--- src/rtl/cic_decim_mc.sv ---
// Multi-lane CIC decimator with a runtime power-of-two ratio, exact gain compensation and tlast carry.
// Output is one cycle after the R-th accepted input; one-deep output register, i_tready = !o_tvalid | o_tready.
module cic_decim_mc #(
  parameter int          NUM_CHANS      = 1,
  parameter int          SAMP_WIDTH     = 16,
  parameter int          NUM_STAGES     = 4,
  parameter int          LOG2_MAX_DECIM = 5,
  parameter logic [7:0]  SR_DECIM_ADDR  = 8'd160,
  parameter logic [63:0] COMPAT_NUM     = 64'h1_0
) (
  input  logic                              ce_clk,
  input  logic                              ce_rst_n,
  input  logic                              clear,
  input  logic                              set_stb,
  input  logic [7:0]                        set_addr,
  input  logic [31:0]                       set_data,
  input  logic [7:0]                        rb_addr,
  output logic [63:0]                       rb_data,
  input  logic [NUM_CHANS*2*SAMP_WIDTH-1:0] i_tdata,
  input  logic                              i_tlast,
  input  logic                              i_tvalid,
  output logic                              i_tready,
  output logic [NUM_CHANS*2*SAMP_WIDTH-1:0] o_tdata,
  output logic                              o_tlast,
  output logic                              o_tvalid,
  input  logic                              o_tready
);

  localparam int NCOMP = 2 * NUM_CHANS;
  localparam int DW    = NCOMP * SAMP_WIDTH;
  localparam int ACC_W = SAMP_WIDTH + NUM_STAGES * LOG2_MAX_DECIM;
  localparam int LW    = $clog2(LOG2_MAX_DECIM + 1);
  localparam int SH_W  = $clog2(NUM_STAGES * LOG2_MAX_DECIM + 1);
  localparam int PH_W  = (LOG2_MAX_DECIM > 0) ? LOG2_MAX_DECIM : 1;

  localparam logic signed [ACC_W-1:0] SAT_MAX = (ACC_W'(1) <<< (SAMP_WIDTH - 1)) - ACC_W'(1);
  localparam logic signed [ACC_W-1:0] SAT_MIN = ~SAT_MAX;

  logic [LW-1:0]   dec_l;
  logic [LW-1:0]   l_new;
  logic [PH_W-1:0] phase;
  logic [PH_W-1:0] phase_max;
  logic [SH_W-1:0] shamt;
  logic            tl_flag;
  logic [31:0]     out_cnt;
  logic [DW-1:0]   out_nxt;
  logic            rate_wr;
  logic            accept;
  logic            upd;
  logic            last_in;
  logic            load;
  logic            st_clr;
  logic            unused_set;

  assign unused_set = ^set_data[31:8];

  assign rate_wr   = set_stb && (set_addr == SR_DECIM_ADDR);
  assign l_new     = (set_data[7:0] > 8'(LOG2_MAX_DECIM)) ? LW'(LOG2_MAX_DECIM) : set_data[LW-1:0];
  assign i_tready  = !clear && (!o_tvalid || o_tready);
  assign accept    = i_tvalid && i_tready;
  // A rate write in the same cycle wins: the accepted sample never reaches the filter.
  assign upd       = accept && !rate_wr;
  assign phase_max = PH_W'((1 << dec_l) - 1);
  assign last_in   = (phase == phase_max);
  assign load      = upd && last_in;
  assign st_clr    = clear || rate_wr;
  assign shamt     = SH_W'(NUM_STAGES * dec_l);

  always_ff @(posedge ce_clk or negedge ce_rst_n) begin
    if (!ce_rst_n) begin
      dec_l    <= '0;
      phase    <= '0;
      tl_flag  <= 1'b0;
      out_cnt  <= '0;
      o_tvalid <= 1'b0;
      o_tlast  <= 1'b0;
      o_tdata  <= '0;
    end else begin
      if (rate_wr) dec_l <= l_new;

      if (clear) begin
        o_tvalid <= 1'b0;
        o_tlast  <= 1'b0;
        out_cnt  <= '0;
      end else begin
        if (o_tvalid && o_tready) out_cnt <= out_cnt + 32'd1;
        if (load) begin
          o_tvalid <= 1'b1;
          o_tdata  <= out_nxt;
          o_tlast  <= tl_flag | i_tlast;
        end else if (o_tready) begin
          o_tvalid <= 1'b0;
        end
      end

      if (st_clr) begin
        phase   <= '0;
        tl_flag <= 1'b0;
      end else if (upd) begin
        if (last_in) begin
          phase   <= '0;
          tl_flag <= 1'b0;
        end else begin
          phase   <= phase + PH_W'(1);
          tl_flag <= tl_flag | i_tlast;
        end
      end
    end
  end

  for (genvar c = 0; c < NCOMP; c++) begin : g_comp
    logic [ACC_W-1:0]        samp_ext;
    logic [ACC_W-1:0]        comb_out;
    logic [ACC_W-1:0]        rnd;
    logic [ACC_W-1:0]        biased;
    logic signed [ACC_W-1:0] scaled;
    logic [SAMP_WIDTH-1:0]   sat;

    assign samp_ext = {{(ACC_W-SAMP_WIDTH){i_tdata[c*SAMP_WIDTH+SAMP_WIDTH-1]}},
                       i_tdata[c*SAMP_WIDTH +: SAMP_WIDTH]};

    // Integrators cascade combinationally so the comb sees this sample's fully updated sum.
    for (genvar k = 0; k < NUM_STAGES; k++) begin : g_int
      logic [ACC_W-1:0] acc;
      logic [ACC_W-1:0] nxt;
      if (k == 0) begin : g_first
        assign nxt = acc + samp_ext;
      end else begin : g_chain
        assign nxt = acc + g_int[k-1].nxt;
      end
      always_ff @(posedge ce_clk or negedge ce_rst_n) begin
        if (!ce_rst_n)   acc <= '0;
        else if (st_clr) acc <= '0;
        else if (upd)    acc <= nxt;
      end
    end

    for (genvar k = 0; k < NUM_STAGES; k++) begin : g_comb
      logic [ACC_W-1:0] dly;
      logic [ACC_W-1:0] din;
      logic [ACC_W-1:0] dout;
      if (k == 0) begin : g_first
        assign din = g_int[NUM_STAGES-1].nxt;
      end else begin : g_chain
        assign din = g_comb[k-1].dout;
      end
      assign dout = din - dly;
      always_ff @(posedge ce_clk or negedge ce_rst_n) begin
        if (!ce_rst_n)   dly <= '0;
        else if (st_clr) dly <= '0;
        else if (load)   dly <= din;
      end
    end

    // Gain is exactly 2^(N*L); round half up before the arithmetic shift, then clamp.
    assign comb_out = g_comb[NUM_STAGES-1].dout;
    assign rnd      = (shamt == '0) ? '0 : (ACC_W'(1) << (shamt - SH_W'(1)));
    assign biased   = comb_out + rnd;
    assign scaled   = $signed(biased) >>> shamt;
    assign sat      = (scaled > SAT_MAX) ? SAT_MAX[SAMP_WIDTH-1:0] :
                      (scaled < SAT_MIN) ? SAT_MIN[SAMP_WIDTH-1:0] :
                      scaled[SAMP_WIDTH-1:0];
    assign out_nxt[c*SAMP_WIDTH +: SAMP_WIDTH] = sat;
  end

  always_comb begin
    case (rb_addr)
      8'd0:    rb_data = COMPAT_NUM;
      8'd1:    rb_data = {{(64-LW){1'b0}}, dec_l};
      8'd2:    rb_data = {32'd0, out_cnt};
      default: rb_data = 64'h0BAD_C0DE_0BAD_C0DE;
    endcase
  end

endmodule

--- config.mk ---
export PLATFORM = sky130hd
export DESIGN_NAME = cic_decim_mc
export DESIGN_NICKNAME = d
export VERILOG_FILES = /design/src/rtl/cic_decim_mc.sv
export SDC_FILE = /design/constraint.sdc
export NUM_CORES = 2
export LEC_CHECK = 0
export BUFFER_PORTS_ARGS = -buffer_cell sky130_fd_sc_hd__buf_2
export CAP_MARGIN = 10
export CORE_MARGIN = 8
export CORE_UTILIZATION = 60
export CTS_BUF_LIST = sky130_fd_sc_hd__clkbuf_4
export CTS_CLUSTER_SIZE = 8
export DETAILED_ROUTE_END_ITERATION = 12
export PLACE_DENSITY = 0.83
export SYNTH_ARGS = -nofsm -noshare
export SYNTH_HDL_FRONTEND = slang
export SYNTH_SLANG_ARGS = --single-unit
export TNS_END_PERCENT = 20
--- constraint.sdc ---
create_clock -name ce_clk -period 37 [get_ports ce_clk]
set_input_delay 5.55 -clock ce_clk [delete_from_list [all_inputs] [get_ports ce_clk]]
set_output_delay 5.55 -clock ce_clk [all_outputs]
set_load 0.005 [all_outputs]
Word level (Yosys, flattened, before mapping)
Index checks and enable logic that the tools add are counted.
Widths: inputs -> output; s select.
Storage, ports and cells
  register bits: 651
  output and inout bits: 99
  word-level logic and storage cells: 131
Cells by class
  equality and inequality tests: 4
  $add $sub $neg: 22
  reduce and logical (&&, ||, !) cells: 19
  bitwise logic cells: 2
  shifts and indexed selects: 4
  order comparisons: 5
  muxes and demuxes: 52
Operator list (number)
  $mux 36: 33
  $add 36x36->36: 10
  $sub 36x36->36: 8
  $pmux 60 s3: 1
  $gt 36x16->1 const B: 2
  $lt 36x16->1 const B: 2
  $sshr 36x5->36: 2
  $mux 16: 4
  $mux 32: 2
  $shl 1x5->36 const A: 1
  $add 32x1->32 const B: 1
  $mux 5: 3
  $eq 8x1->1 const B: 1
  $eq 8x2->1 const B: 1
  $eq 8x8->1 const B: 1
  $gt 8x3->1 const B: 1
  $logic_not 8->1: 1
  $mux 1: 8
  $reduce_bool 2->1: 4
  $logic_and 1x1->1: 6
  $add 5x1->5 const B: 1
  $eq 5x5->1: 1
  $logic_not 5->1: 1
  $shl 1x3->5 const A: 1
  9 further kinds: 12

Depth between registers and ports, before layout
  depth after elaboration: 13
  mapped depth: 76
  mapped depth without buffers: 75

Worst setup path before layout
OpenSTA, ideal clock, no wires.
  kind: input-to-reg
  start: input i_tdata[16]
  end: register o_tdata[23]
  stages on the path: 71
  buffers on the path: 0
  path slack: 18.159 ns
  library setup time: 0.110 ns
  data arrival time: 18.731 ns
  cell sequence: ha_1 fa_1 a21o_1 a21oi_1 o21bai_1 a21oi_1 o21bai_1 a21oi_1 o21bai_1 a21oi_1 nor2_1 a21o_1 a21oi_1 xnor2_1 ha_1 a21o_1 a21oi_1 nand2_1 [... 35 more ...] a221o_1 a21oi_1 nor2b_1 o21a_1 nor2_1 xnor2_1 fa_1 ha_1 and3_1 a211oi_1 xnor2_1 mux2i_1 mux2_2 nor4_1 o211ai_1 a211oi_1 a21boi_1 o41ai_1
On the way
  word-level cells in the longest chain between the ends: 13
RTL lines
  start: declaration: RTL line 19  | input logic [NUM_CHANS*2*SAMP_WIDTH-1:0] i_tdata,
  $add 36x36->36 *: RTL line 127  | assign nxt = acc + samp_ext;
  $add 36x36->36 * (3 in series): RTL line 129  | assign nxt = acc + g_int[k-1].nxt;
  $sub 36x36->36 * (4 in series): RTL line 147  | assign dout = din - dly;
  $add 36x36->36 *: RTL line 158  | assign biased = comb_out + rnd;
  $sshr 36x5->36 *: RTL line 159  | assign scaled = $signed(biased) >>> shamt;
  $lt 36x16->1: RTL line 161  | (scaled < SAT_MIN) ? SAT_MIN[SAMP_WIDTH-1:0] :
  $mux 16: RTL line 161
  $mux 16 *: RTL line 160  | assign sat = (scaled > SAT_MAX) ? SAT_MAX[SAMP_WIDTH-1:0] :
  end signal: assignment: RTL line 89  | o_tdata <= out_nxt;
  end: declaration: RTL line 23  | output logic [NUM_CHANS*2*SAMP_WIDTH-1:0] o_tdata,
Every way passes the cells marked *; elsewhere a longest branch is shown, timed or not.
A chain may end at the register's enable or synchronous reset.

Worst setup path after layout
  start: input i_tdata[0]
  end: register o_tdata[7]
The elaborated chain is that of the path after synthesis.

==> impl_results.md <==
- TritonCTS Buffers: 181
- Layer carrying the most global-route usage: met2
- Worst EP required: 37900 ps
- Count of unresolved DRC violations after routing: 0
- Post-DR wirelength/cell: 16.9 µm
- Post-CTS Repair Setup Buffers: 0
- M2 GR Usage: 44.1%
- Slowest-stage cell, CP: sky130_fd_sc_hd__a2111oi_0
- Setup repair after global routing missed its margin: false
- Horizontal die dimension: 316 µm
- Share of async-settable or async-resettable flops after synthesis: 100%
- Instance count of the mapped netlist: 6055
- Critical Path Sink Type: register
- Number of vias in the routed layout: 46.0k
- Number of nets with antenna violations after detailed routing: 0
- Worst-case clock buffer depth: 3
- Class of the most critical setup path: primary input to register
- Warnings, synthesis: 0
- CP peak stage delay: 740 ps
- Fraction of the yosys area taken by sequential cells: 30.2%
- Total count of hold-check failures in the final report: 0
- Clock slew seen by the registers of the worst setup and hold paths: 60 ps
- H-tree depth: 4
- Largest clock skew in the final design: 69.9 ps
- Global router's overall resource usage: 25.0%
- Multi-input combinational cell area: 35100 µm²
- Met1 routing resource usage after global routing: 31.0%
- First-pass GRT wire length: 215000 µm
- Die height: 316 µm
- Most instantiated cells after synthesis: sky130_fd_sc_hd__dfrtp_1, sky130_fd_sc_hd__ha_1, sky130_fd_sc_hd__a22o_1
- Worst min path class: register to register
- Run status: finished, final reports clean
- Routing usage on met3: 3.68%
- Worst slew pin tran: 1180 ps
- Data arrival time of the worst path: 21750 ps
- Routability congestion estimate: 0.895
- Sequential cell area: 16300 µm²
- Cell at the root of the clock tree: sky130_fd_sc_hd__clkbuf_4
- Area of the core: 89600 µm²
- Number of placed I/O pins: 186
- Post-layout net count: 6959
- TritonCTS clock tree: built
- Highest net fanout along the worst path: 15
- Vias in the first global route: 45.3k
- Avg Cell Area, Syn: 8.92 µm²
- Most used cell along the critical path: sky130_fd_sc_hd__a21oi_1
- Starting density of the core: 60.3%
- Yosys reg bits: 651
- Worst setup SP type: primary input
- Sinks on Clock Net: 651
- Fraction of layout instances using a drive strength above 1: 8.35%
- Worst hold path depth: 2
- Final worst path period share: 56.4%
- Final number of setup-violating endpoints: 0
- CTS Hold Buffers Added: 0
- HPWL after detailed placement: 90500 µm
- Synth-to-Final Area Change: 7.26%
- Depth of the worst register-to-register path: 61
- Area contributors post-synth: sky130_fd_sc_hd__dfrtp_1, sky130_fd_sc_hd__ha_1, sky130_fd_sc_hd__a22o_1
- Maximum number of pins on one net before global-route repair: 203
- Post-cts resize count: 0
- Initial antenna violation count: 2
- Achievable frequency: 0.0479 GHz
- Number of rows in the core area: 110
- Ratio of routed vias to standard cells: 6.11
- Port Buf Inserts: 145
- Number of flops mapped to enable cells by yosys: 0
- Distinct cell type count of the synthesized netlist: 87
- Area share of the largest cell type after synthesis: 30.2%
- Max-slew violation count: 0
- Most frequent cell after synthesis: sky130_fd_sc_hd__dfrtp_1
- Max-cap check violation count: 0
- Total Die Area: 99800 µm²
- Violation count after the first detailed-routing iteration: 2765
- Total Wirelength: 127000 µm
- Clock period minus worst slack: 20860 ps
- Headroom to the max-slew limit: 21.3%
- Most used flip-flop cell after synthesis: sky130_fd_sc_hd__dfrtp_1
- Clock latency on the worst-skew pair: 1080 ps
- Gr ovfl total: 0
- Total negative slack: 0 ps
- Number of search-and-repair iterations in the first detailed-routing pass: 9
- Largest area contributor in the netlist: sky130_fd_sc_hd__dfrtp_1
- FILL cells: 7358
- Total standard cell area after synthesis: 54000 µm²
-- layout by cell type, fill, tap and decap left out, types with 26 or more instances in the layout --
cell                       netlist  final
sky130_fd_sc_hd__dfrtp_1       651    648
sky130_fd_sc_hd__ha_1          632    632
sky130_fd_sc_hd__a22o_1        532    532
sky130_fd_sc_hd__nor2_1        463    462
sky130_fd_sc_hd__a21oi_1       454    453
sky130_fd_sc_hd__inv_1         450    449
sky130_fd_sc_hd__xnor2_1       344    344
sky130_fd_sc_hd__o21ai_0       326    326
sky130_fd_sc_hd__nand2_1       323    322
sky130_fd_sc_hd__clkbuf_4        0    250
sky130_fd_sc_hd__a21o_1        206    206
sky130_fd_sc_hd__xor2_1        152    152
sky130_fd_sc_hd__buf_2           1    144
sky130_fd_sc_hd__nand3_1       117    117
sky130_fd_sc_hd__nor3_1        102    101
sky130_fd_sc_hd__o21a_1         84     84
sky130_fd_sc_hd__nand2b_1       79     79
sky130_fd_sc_hd__nor2b_1        73     73
sky130_fd_sc_hd__and3_1         63     63
sky130_fd_sc_hd__a211oi_1       59     59
sky130_fd_sc_hd__o21bai_1       52     52
sky130_fd_sc_hd__a31oi_1        50     50
sky130_fd_sc_hd__clkinv_1        2     50
sky130_fd_sc_hd__and2_1         49     49
sky130_fd_sc_hd__mux2i_1        48     48
sky130_fd_sc_hd__a21boi_0       45     45
sky130_fd_sc_hd__nand4_1        33     33
sky130_fd_sc_hd__fa_1           32     32
sky130_fd_sc_hd__o211ai_1       30     30
sky130_fd_sc_hd__or3_1          30     30
sky130_fd_sc_hd__o21ai_1        28     28
sky130_fd_sc_hd__a211o_1        26     26
-- worst paths after layout --
check / from / endpoint / slack (ps)
setup / recovery: i_tdata[0] / o_tdata[7]$_DFFE_PN0P_ / 16140
hold / removal: g_comp[1].g_comb[0].dly[25]$_DFFE_PN0P_ / g_comp[1].g_comb[0].dly[25]$_DFFE_PN0P_ / 480
setup reg to reg: g_comp[0].g_int[0].acc[0]$_DFFE_PN0P_ / o_tdata[7]$_DFFE_PN0P_ / 20390
hold reg to reg: g_comp[1].g_comb[0].dly[25]$_DFFE_PN0P_ / g_comp[1].g_comb[0].dly[25]$_DFFE_PN0P_ / 480
max in group asynchronous: ce_rst_n / g_comp[1].g_int[0].acc[0]$_DFFE_PN0P_ / 30090
min in group asynchronous: ce_rst_n / o_tdata[19]$_DFFE_PN0P_ / 4480
-- flip-flops by register name (all words and copies together), names as in the netlist --
signal / flops
o_tlast: 1
out_cnt: 32
g_comp.g_int.acc: 288
g_comp.g_comb.dly: 288
phase: 5
o_tdata: 32
dec_l: 3
o_tvalid: 1
tl_flag: 1
-- metrics by stage --
stage / hold WS (ps) / std cells / util, % / instance area (µm²) / setup slack, ps
after floorplan: 450 / 6072 / - / 54100 / 18160
after global placement: 464 / 7201 / 62.1 / 55600 / 15930
after detailed placement: 472 / 7201 / 62.1 / 55600 / 15330
after CTS: 485 / 7520 / 64.6 / 57900 / 16410
after global routing: 508 / 7525 / 64.6 / 57900 / 14880
final: 483 / 7527 / 64.6 / 57900 / 16140
-- worst max-delay path: cells and delay by family --
kind            cells  cell delay (ps)
fa+ha+maj          10             3580
buf+inv             1              100
simple gates       12             1810
compound gates     32             8850
xor+xnor            7             1830
-- routing by layer --
metal | wire [µm] | vias up | share of wire, %
met5 | 0 | - | 0
met4 | 3640 | 0 | 2.9
met3 | 5790 | 301 | 4.5
met2 | 63200 | 1118 | 50
met1 | 54700 | 22137 | 43
li1 | - | 22428 | -
-- cell type report --
type | instances | area share, %
inverter | 452 | 2.93
clock inverter | 69 | 0.696
antenna | 7 | 0.0302
sequential | 651 | 28.1
multi-input combinational | 4748 | 60.7
tap | 1176 | 2.54
clock buffer | 250 | 3.24
timing repair buffer | 174 | 1.73
-- cells by family (layout without fill, tap and decap cells) --
logic type,Yosys count,count (layout),share of synthesized area [%]
AOI/OAI and AO/OA,2083,2083,26.9
muxes,70,70,1.47
other,1,25,0.00695
xor gates and xnor gates,506,506,8.44
adders and majority gates,664,664,15.8
and+or+nand+nor,1407,1407,12.3
buffers and inverters,673,945,4.91
DFF,651,651,30.2
Power is not shown: default switching activity piles up to over one toggle a cycle in this logic, so the estimate is an artifact.
